===== src/rtl/frame_pick.sv =====
// frame_pick: hunts a SYNC0,SYNC0,SYNC1 header, reads a length control word, then
// forwards exactly that many words as a registered, framed pixel stream.
module frame_pick #(
  parameter int              DW      = 16,
  parameter logic [DW-1:0]   SYNC0   = {DW{1'b1}},
  parameter logic [DW-1:0]   SYNC1   = DW'(16'hAAAA),
  parameter int              MAX_PIX = 1024,
  parameter int              LW      = $clog2(MAX_PIX + 1)
) (
  input  logic          CLK,
  input  logic          nRST,
  input  logic          in_valid,
  input  logic [DW-1:0] in_data,
  output logic          pix_valid,
  output logic [DW-1:0] pix_data,
  output logic          pix_sof,
  output logic          pix_eof,
  output logic          frame_done,
  output logic          hdr_err,
  output logic [15:0]   frame_cnt
);

  localparam logic [2:0] HUNT   = 3'd0;
  localparam logic [2:0] SYNC_B = 3'd1;
  localparam logic [2:0] SYNC_C = 3'd2;
  localparam logic [2:0] CTRL   = 3'd3;
  localparam logic [2:0] PIXEL  = 3'd4;

  localparam logic [LW-1:0] MAX_LEN = LW'(MAX_PIX);

  logic [2:0]    state_q, state_d;
  logic [LW-1:0] len_q, len_d;
  logic [LW-1:0] idx_q, idx_d;
  logic          pix_valid_q, pix_valid_d;
  logic [DW-1:0] pix_data_q, pix_data_d;
  logic          pix_sof_q, pix_sof_d;
  logic          pix_eof_q, pix_eof_d;
  logic          frame_done_q, frame_done_d;
  logic          hdr_err_q, hdr_err_d;
  logic [15:0]   frame_cnt_q, frame_cnt_d;

  logic [LW-1:0] ctrl_len;
  logic          last_pix;

  // Bits of the control word above the length field are ignored.
  assign ctrl_len = in_data[LW-1:0];
  assign last_pix = (idx_q == len_q - LW'(1));

  always_comb begin
    // NOTE: every next-state value gets a default first so no path leaves a latch.
    state_d      = state_q;
    len_d        = len_q;
    idx_d        = idx_q;
    pix_valid_d  = 1'b0;
    pix_data_d   = '0;
    pix_sof_d    = 1'b0;
    pix_eof_d    = 1'b0;
    frame_done_d = 1'b0;
    hdr_err_d    = 1'b0;
    frame_cnt_d  = frame_cnt_q;

    if (in_valid) begin
      case (state_q)
        HUNT: begin
          if (in_data == SYNC0) state_d = SYNC_B;
        end
        SYNC_B: begin
          state_d = (in_data == SYNC0) ? SYNC_C : HUNT;
        end
        SYNC_C: begin
          if (in_data == SYNC1)      state_d = CTRL;
          else if (in_data != SYNC0) state_d = HUNT;
        end
        CTRL: begin
          if (ctrl_len == '0 || ctrl_len > MAX_LEN) begin
            hdr_err_d = 1'b1;
            state_d   = HUNT;
          end else begin
            len_d   = ctrl_len;
            idx_d   = '0;
            state_d = PIXEL;
          end
        end
        PIXEL: begin
          // Payload is never matched against sync patterns.
          pix_valid_d = 1'b1;
          pix_data_d  = in_data;
          pix_sof_d   = (idx_q == '0);
          if (last_pix) begin
            pix_eof_d    = 1'b1;
            frame_done_d = 1'b1;
            frame_cnt_d  = frame_cnt_q + 16'd1;
            state_d      = HUNT;
          end else begin
            idx_d = idx_q + LW'(1);
          end
        end
        default: state_d = HUNT;
      endcase
    end
  end

  always_ff @(posedge CLK or negedge nRST) begin
    if (!nRST) begin
      state_q      <= HUNT;
      len_q        <= '0;
      idx_q        <= '0;
      pix_valid_q  <= 1'b0;
      pix_data_q   <= '0;
      pix_sof_q    <= 1'b0;
      pix_eof_q    <= 1'b0;
      frame_done_q <= 1'b0;
      hdr_err_q    <= 1'b0;
      frame_cnt_q  <= '0;
    end else begin
      // NOTE: non-blocking updates so every register sees pre-edge values.
      state_q      <= state_d;
      len_q        <= len_d;
      idx_q        <= idx_d;
      pix_valid_q  <= pix_valid_d;
      pix_data_q   <= pix_data_d;
      pix_sof_q    <= pix_sof_d;
      pix_eof_q    <= pix_eof_d;
      frame_done_q <= frame_done_d;
      hdr_err_q    <= hdr_err_d;
      frame_cnt_q  <= frame_cnt_d;
    end
  end

  assign pix_valid  = pix_valid_q;
  assign pix_data   = pix_data_q;
  assign pix_sof    = pix_sof_q;
  assign pix_eof    = pix_eof_q;
  assign frame_done = frame_done_q;
  assign hdr_err    = hdr_err_q;
  assign frame_cnt  = frame_cnt_q;

endmodule


===== config.mk =====
export PLATFORM = sky130hd
export DESIGN_NAME = frame_pick
export DESIGN_NICKNAME = d
export VERILOG_FILES = /design/src/rtl/frame_pick.sv
export SDC_FILE = /design/constraint.sdc
export NUM_CORES = 1
export LEC_CHECK = 0
export BUFFER_PORTS_ARGS = -buffer_cell sky130_fd_sc_hd__buf_2
export CAP_MARGIN = 20
export CORE_MARGIN = 10
export CORE_UTILIZATION = 60
export DETAILED_ROUTE_END_ITERATION = 7
export GPL_ROUTABILITY_DRIVEN = 0
export PLACE_DENSITY = 0.93
export SETUP_SLACK_MARGIN = 0.1
export SYNTH_ARGS = -nofsm -noshare
export SYNTH_HDL_FRONTEND = slang
export SYNTH_SLANG_ARGS = --single-unit

===== constraint.sdc =====
create_clock -name CLK -period 5.2 [get_ports CLK]
set_input_delay 1.04 -clock CLK [delete_from_list [all_inputs] [get_ports CLK]]
set_output_delay 1.04 -clock CLK [all_outputs]
set_load 0.005 [all_outputs]

==> Word-level counts from Yosys, hierarchy flattened <==
Index checks and enable logic that the tools add are counted.
{ "totals": {"mem_count": 0, "regBits": 61, "inputBits": 19, "mem_bits_rw": 0, "wordCells": 58, "rom_bits": 0, "latch_bits": 0} }
{ "classes": {"n_div": 0, "n_reduce_logical": 9, "n_eq_ne": 13, "mul": 0, "n_bitwise": 1, "n_shift": 0, "n_lt_le_gt_ge": 1, "n_mux": 22, "addsub": 3} }
{ "ops": {"columns": ["operator", "count"], "rows": [
  ["equality test 16 bit, second input constant", 2],
  ["two-way mux 16 bit", 2],
  ["logical NOT 11 bit", 2],
  ["two-way mux 11 bit", 2],
  ["one-hot mux 11 bit (2 select lines)", 1],
  ["adder 16 x 1 -> 16 bit, second input constant", 1],
  ["inequality test 16 bit, second input constant", 1],
  ["two-way mux 3 bit", 5],
  ["one-hot mux 3 bit (5 select lines)", 1],
  ["adder 11 x 1 -> 11 bit, second input constant", 1],
  ["equality test 11 bit", 1],
  ["> comparator 11 bit, second input constant", 1],
  ["subtractor 11 x 1 -> 11 bit, second input constant", 1],
  ["two-way mux 1 bit", 10],
  ["inequality test 2 bit, second input constant", 4],
  ["AND reduction 4 bit", 2],
  ["equality test 3 x 2 -> 1 bit, second input constant", 2],
  ["AND reduction 3 bit", 2],
  ["equality test 3 x 1 -> 1 bit, second input constant", 1],
  ["equality test 3 bit, second input constant", 1],
  ["logical NOT 3 bit", 1],
  ["inequality test 3 bit, second input constant", 1],
  ["two-way mux 2 bit", 1],
  ["nonzero test 2 bit", 1],
  ["other kinds (2)", 2]
]} }

==> Logic depth before layout (Yosys ltp) <==
Gate-level depths: netlist of run 1.
{ "logic_depth": {"depth_word": 5, "depth_mapped": 11, "depth_no_buf": 9} }

==> Worst setup path after synthesis of run 1 <==
No wires, ideal clock.
{ "synth_timing": {"path_kind": "input -> register", "startpoint": "input in_data[6]", "endpoint": "register idx_q[2]", "slack_ns": 1.635, "stages": 8, "n_path_buf": 1, "t_arrival_ns": 3.442, "path_cell_list": "or4_1 > nor4_2 > mux2i_1 > nand2b_1 > o31ai_2 > clkbuf_1 > nor4_1 > a211o_1"} }
{ "synth_between": {"elab_chain_len": 4, "word_cells_on_any_way": 5, "classes_between": "order compare: 1; eq/ne: 1; reduce/logical: 3"} }
{ "synth_lines": {"columns": ["item", "line", "text"], "rows": [
  ["start: declaration", "13", "input logic [DW-1:0] in_data,"],
  ["> comparator 11 bit or logical NOT 11 bit (tied branches)", "75", "if (ctrl_len == '0 || ctrl_len > MAX_LEN) begin"],
  ["logical OR 1 bit (*)", "75", null],
  ["inequality test 2 bit (no line) (*)", null, null],
  ["AND reduction 4 bit (no line) (*)", null, null],
  ["end signal: assignment", "119", "idx_q <= idx_d;"],
  ["end: declaration", "33", "logic [LW-1:0] idx_q, idx_d;"]
]} }
Mark *: on every way between the ends. The rest lies on a longest branch, timed or not.
A chain may end at the register's enable or synchronous reset.

==> Worst setup path in the final report of run 1 <==
{ "layout_timing": {"startpoint": "input in_data[6]", "endpoint": "register idx_q[7]"} }
The elaborated chain is that of the path after synthesis.

==> key figures, run 1 <==
Run status
  • Status: finished, final reports clean

Yosys
  • Asr flop ratio synth: 1.00
  • Main combinational cell family by area after synthesis: simple AND/OR/NAND/NOR gates
  • Seq/Total Area, Yosys: 0.473
  • Synth top area share: 0.473
  • Compound-Gate Fraction of Synth Area: 0.0914
  • Synth Area in Adders: 0.0155
  • Top post-synthesis cells by area: dfrtp_1 47%, nand2_1 6.5%, xor2_1 4.1%
  • Most area-hungry cell type in the Yosys netlist: dfrtp_1
  • YS warnings: 0
  • Netlist cell types: 53
  • EDFF count, synth: 0
  • Post-synthesis xor/xnor area fraction: 0.0732
  • Syn avg cell area: 9.53 µm²
  • Synth Flop Type: dfrtp_1
  • Synthesized area: 3230 µm²
  • Cells after synthesis: 339
  • Synth Area in Simple Gates: 0.293
  • FF+latch count, synth: 61
  • Post-synthesis mux area share: 0.00930
  • Net Count, Synth: 362

Detailed routing
  • Post-DRT Antenna Nets: 0
  • Drt initial violations: 181
  • TritonRoute pass-1 iters: 4
  • DRC Markers: 0
  • Vias per cell: 6.02
  • Routed length per instance: 17.6 µm
  • Vias: 2,800
  • Total wire length: 8190 µm

Timing
  • Max Slew Vio Count: 0
  • Max Freq: 0.259 GHz
  • Unrepaired setup endpoints after global routing: no
  • Relative max-transition margin: 0.340
  • Slew @ Worst Pin: 0.984 ns
  • Period utilization: 0.742
  • Hold Slack: 0.470 ns
  • Final Hold Fails: 0
  • Finish-stage setup viols: 0
  • Skew final: 0.00975 ns
  • Setup TNS: 0 ns
  • Time the worst path needs with I/O delays and setup: 3.86 ns

Worst setup path
  • Crit path kind: input pin to flop
  • Required @ worst endpoint: 5.47 ns
  • Crit Path Max Fanout: 16
  • Crit end category: flop
  • CP arrival: 4.13 ns
  • Cell depth of the worst flop-to-flop path: 9
  • Startpoint class of the critical path: input pin

Clock tree
  • Hold buffers post-CTS: 0
  • Clock Sinks: 61
  • Number of buffers created by CTS: 9
  • CTS tree: yes
  • CTS max path bufs: 2
  • Clock slew at reported path FFs: 0.06 ns
  • Post-CTS sizing: 0
  • Htree depth: 3
  • Worst skew pair latency: 0.35 ns
  • Root Driver: clkbuf_8
  • Postcts setup bufs: 0

GRT
  • Vias in the first global route: 2,756
  • First-pass GRT wire length: 13,600 µm
  • Initial antenna violation count: 0
  • GRT overflow: 0
  • Tot GR Track Use: 0.194
  • Pin count of the biggest net entering global routing: 62

Pwr
  • Leak: 1.85 nW
  • VDD IR max: 0.000220 V
  • Power Dens Cells: 297 nW/µm²

Floorplanning
  • Die W: 93.4 µm
  • Row cnt: 26
  • Die area: 8720 µm²
  • Core Region: 5170 µm²
  • Die height: 93.4 µm
  • Initial Util: 0.624
  • Boundary pin count: 56

Final layout
  • Layout cell share with drive strength beyond 1: 0.223
  • Antenna cells: 0
  • Nets: 414
  • Commonest non-fill, non-tap cell in the layout: dfrtp_1
  • Commonest cells after routing, fill and taps aside: 61 x dfrtp_1, 56 x nand2_1, 55 x buf_2
  • P&R area growth vs syn: 14.5%

Worst hold path
  • Worst min-delay path category: flop to flop
  • Worst Hold Path Cells: 1

Placed design
  • Detailed placement HPWL: 5890 µm
  • Buffers added on ports: 55

Job
  • Max Cap Viol: 0
-- sequential cells by signal, summed over array words and instances (netlist names) --
name        cells
frame_cnt      16
pix_data       16
idx_q          11
len_q          11
state_q         3
frame_done      1
hdr_err         1
pix_sof         1
pix_valid       1
-- layer usage --
metal,GRT usage,wire length (µm),vias to the layer above
li1,-,-,1304
met1,0.226,3280,1370
met2,0.331,4160,109
met3,0.0520,592,17
met4,0.0823,156,0
met5,0,0,-
-- critical path: stages --
cell and delay, ns:
buf_2 0.12, or4_1 0.56, nor4_2 0.34, mux2i_1 0.69
nand2b_1 0.14, o31ai_2 0.81, o21ai_0 0.25, a21oi_1 0.16
-- path summary, 6_finish.rpt --
kind / startpoint / slack, ns / end
worst max-delay path: in_data[6] / 1.34 / idx_q[7]$_DFFE_PN0P_
worst min-delay path: frame_cnt[15]$_DFFE_PN0P_ / 0.47 / frame_cnt[15]$_DFFE_PN0P_
min in group asynchronous: nRST / 0.85 / frame_cnt[4]$_DFFE_PN0P_
worst max register to register: len_q[0]$_DFFE_PN0P_ / 1.99 / idx_q[3]$_DFFE_PN0P_
worst min register to register: frame_cnt[15]$_DFFE_PN0P_ / 0.47 / frame_cnt[15]$_DFFE_PN0P_
max in group asynchronous: nRST / 3.85 / hdr_err$_DFF_PN0_
-- layout make-up --
class	instances	area [µm²]
clock inverter	4	25.0
timing repair buffer	58	298
multi-input combinational	245	1560
sequential	61	1530
fill	359	1480
inverter	16	60.1
tap	70	87.6
clock buffer	11	141
-- metrics by stage --
step                      std cells   util  total power, mW  worst slack, ns  cell area [µm²]
after floorplan                 339      -            0.675             1.63             3230
after global placement          450  0.683            0.721             1.16             3530
after detailed placement        450  0.683            0.734             1.04             3530
after CTS                       465  0.715             1.10             1.40             3700
after global routing            465  0.715             1.15             1.10             3700
final                           465  0.715             1.10             1.34             3700
-- report_power, final --
part / internal, mW / leakage, nW / total (mW) / switching (mW)
registers: 0.502 / 0.801 / 0.551 / 0.0496
clock network: 0.181 / 0.0812 / 0.366 / 0.184
logic: 0.0766 / 0.966 / 0.181 / 0.104
-- Yosys cell counts, types with 3 or more instances --
master,number
xor2_1,15
and3_1,20
nor3_1,12
nor3_2,4
nor2_1,14
nor2b_1,4
dfrtp_1,61
nor4_1,6
nor3b_1,4
or2_2,5
a21oi_1,8
xnor2_1,12
inv_1,16
ha_1,4
mux2i_1,3
or4_1,5
clkbuf_1,13
nand2b_1,3
or3_1,6
nand3_1,6
nand2_1,56
o21ai_0,11
nand4_1,13
-- cells by family (layout without fill, tap and decap cells) --
group	count (synthesis)	after routing
buf+inv	33	89
flops	61	61
simple gates	170	170
mux	3	3
fa+ha+maj	4	4
compound gates	41	41
xor+xnor	27	27
Power figures use the tool's default switching activity.
==> inputs of run 2 (changes only) <==
--- a/config.mk
+++ b/config.mk
@@ -8,10 +8,10 @@
 export BUFFER_PORTS_ARGS = -buffer_cell sky130_fd_sc_hd__buf_2
 export CAP_MARGIN = 20
 export CORE_MARGIN = 10
-export CORE_UTILIZATION = 60
+export CORE_UTILIZATION = 56
 export DETAILED_ROUTE_END_ITERATION = 7
 export GPL_ROUTABILITY_DRIVEN = 0
-export PLACE_DENSITY = 0.93
+export PLACE_DENSITY = 0.88
 export SETUP_SLACK_MARGIN = 0.1
 export SYNTH_ARGS = -nofsm -noshare
 export SYNTH_HDL_FRONTEND = slang
==> constraint.sdc (replaced) <==
create_clock -name CLK -period 3.6 [get_ports CLK]
set_input_delay 0.72 -clock CLK [delete_from_list [all_inputs] [get_ports CLK]]
set_output_delay 0.72 -clock CLK [all_outputs]
set_load 0.005 [all_outputs]
==> run 2 against run 1 <==
Largest power group unchanged. Final area increased by 2.3%. Clock skew rose by 0.0018 ns. Sequential power rose by 44%. Via count shrank 2.5%. Final cell count increased by 1.5%. Sequential cell count stayed put. Wire length decreased by 6.6%. Clock power rose by 73%.
==> key figures, run 2 (synthesis results as in run 1) <==
Run status
  • Status: finished, final reports clean (unchanged)

Timing
  • Period utilization: 0.894
  • Finish-stage setup viols: 0 (unchanged)
  • Relative max-transition margin: 0.520 (was 0.340)
  • Time the worst path needs with I/O delays and setup: 3.22 ns
  • Slew @ Worst Pin: 0.710 ns (was 0.984 ns)
  • Unrepaired setup endpoints after global routing: no (unchanged)
  • Setup TNS: 0 ns (unchanged)
  • Final Hold Fails: 0 (unchanged)
  • Max Freq: 0.311 GHz
  • Max Slew Vio Count: 0 (unchanged)
  • Skew final: 0.0115 ns (was 0.00975 ns)

Worst setup path
  • Crit Path Max Fanout: 7 (was 16)
  • Critical Path Max Stage Delay: 0.60 ns (was 0.81 ns)
  • Crit end category: flop (unchanged)
  • Crit path buf inv count: 1 (unchanged)
  • Required @ worst endpoint: 3.89 ns (was 5.47 ns)
  • CP Launch Point: len_q[0]$_DFFE_PN0P_ (was in_data[6])
  • FF-to-FF Start: len_q[0]$_DFFE_PN0P_ (unchanged)
  • Crit-path cells: inv_1, ha_1, or4b_1, o21ai_0, a211oi_1, o32ai_2, o21ai_0, or4_1, nand3_1 (was buf_2, or4_1, nor4_2, mux2i_1, nand2b_1, o31ai_2, o21ai_0, a21oi_1)
  • Crit path kind: flop to flop (was input pin to flop)
  • Startpoint class of the critical path: flop (was input pin)
  • CP top delay family: simple AND/OR/NAND/NOR gates (was compound AO/OA/AOI/OAI gates)
  • Reg2reg setup slack: 0.38 ns (was 1.99 ns)
  • Most Frequent Cell on Critical Path: o21ai_0
  • Max stage delay cell, worst path: or4_1 (was o31ai_2)
  • Cell depth of the worst flop-to-flop path: 9 (unchanged)
  • RR Endpoint: idx_q[3]$_DFFE_PN0P_ (unchanged)
  • CP arrival: 3.51 ns (was 4.13 ns)

Floorplanning
  • Row cnt: 27 (was 26)
  • Die height: 95.9 µm (was 93.4 µm)
  • Initial Util: 0.583 (was 0.624)
  • Die area: 9200 µm² (was 8720 µm²)
  • Core Region: 5540 µm² (was 5170 µm²)
  • Die W: 95.9 µm (was 93.4 µm)
  • Boundary pin count: 56 (unchanged)

Detailed routing
  • Vias per cell: 5.78 (was 6.02)
  • Post-DRT Antenna Nets: 0 (unchanged)
  • Vias: 2,729 (was 2,800)
  • DRC Markers: 0 (unchanged)
  • Drt initial violations: 218 (was 181)
  • TritonRoute pass-1 iters: 4 (unchanged)
  • Total wire length: 7650 µm (was 8190 µm)
  • Routed length per instance: 16.2 µm (was 17.6 µm)

Clock tree
  • Root Driver: clkbuf_8 (unchanged)
  • Htree depth: 3 (unchanged)
  • Post-CTS sizing: 0 (unchanged)
  • Worst skew pair latency: 0.35 ns (about the same)
  • Number of buffers created by CTS: 9 (unchanged)
  • CTS tree: yes (unchanged)
  • CTS max path bufs: 2 (unchanged)
  • Hold buffers post-CTS: 0 (unchanged)
  • Postcts setup bufs: 0 (unchanged)
  • Clock Sinks: 61 (unchanged)
  • Clock slew at reported path FFs: 0.08 ns (was 0.06 ns)

GRT
  • Tot GR Track Use: 0.180 (was 0.194)
  • First-pass GRT wire length: 13,000 µm (was 13,600 µm)
  • Pin count of the biggest net entering global routing: 49 (was 62)
  • GRT overflow: 0 (unchanged)
  • Vias in the first global route: 2,869 (was 2,756)
  • Initial antenna violation count: 0 (unchanged)

Final layout
  • Antenna cells: 0 (unchanged)
  • Sequential cell area: 1530 µm² (unchanged)
  • Fill cells: 443 (was 359)
  • P&R area growth vs syn: 17.1% (was 14.5%)
  • Commonest cells after routing, fill and taps aside: 61 x dfrtp_1, 56 x nand2_1, 55 x buf_2 (unchanged)
  • Non-filler cells in the finished layout: 472 (was 465)
  • Commonest non-fill, non-tap cell in the layout: dfrtp_1 (unchanged)
  • Layout cell share with drive strength beyond 1: 0.235 (was 0.223)
  • Nets: 418 (was 414)
  • Multi-input logic area: 1560 µm² (unchanged)

Worst hold path
  • Worst min-delay path category: input pin to async pin (was flop to flop)

Placed design
  • Buffers added on ports: 55 (unchanged)
  • Detailed placement HPWL: 5730 µm (was 5890 µm)
  • Placed cells: 455 (was 450)

Pwr
  • VDD IR max: 0.000334 V (was 0.000220 V)
  • Power Dens Cells: 445 nW/µm² (was 297 nW/µm²)
  • Leak: 1.89 nW (was 1.85 nW)

Job
  • Max Cap Viol: 0 (unchanged)
run 2: how the worst max path moves through the flow:
stage / to / slack [ns] / cells after the start
detailed placement: idx_q[8]$_DFFE_PN0P_ / 0.42 / 9
global placement: idx_q[4]$_DFFE_PN0P_ / 0.48 / 9
finish: idx_q[3]$_DFFE_PN0P_ / 0.38 / 9
global route: idx_q[10]$_DFFE_PN0P_ / 0.21 / 9
CTS: idx_q[3]$_DFFE_PN0P_ / 0.43 / 9
floorplan: idx_q[2]$_DFFE_PN0P_ / 0.35 / 8
run 2: through the flow:
step	worst slack, ns	total power [mW]	hold WS [ns]	instance area, µm²	utilization
CTS	0.428	1.69	0.490	3760	0.679
global placement	0.477	1.04	0.466	3560	0.642
finish	0.382	1.68	0.324	3780	0.683
floorplan	0.355	0.975	0.424	3230	-
global route	0.209	1.77	0.354	3780	0.683
detailed placement	0.417	1.06	0.477	3560	0.642
run 2: per-layer routing:
layer	vias up	part of all wire	GRT usage
li1	1314	-	-
met1	1319	0.42	0.201
met2	83	0.48	0.301
met3	13	0.083	0.0677
met4	0	0.017	0.0811
met5	-	0	0
run 2: cell type report:
| cell class | instances | area share |
|---|---|---|
| multi-input combinational | 245 | 0.412 |
| sequential | 61 | 0.404 |
| timing repair buffer | 62 | 0.0900 |
| clock buffer | 10 | 0.0364 |
| tap | 72 | 0.0238 |
| clock inverter | 6 | 0.0182 |
| inverter | 16 | 0.0159 |
run 2: power breakdown:
part / total (mW) / switching (mW) / internal, mW
logic: 0.260 / 0.146 / 0.114
registers: 0.791 / 0.0670 / 0.724
clock network: 0.633 / 0.289 / 0.344
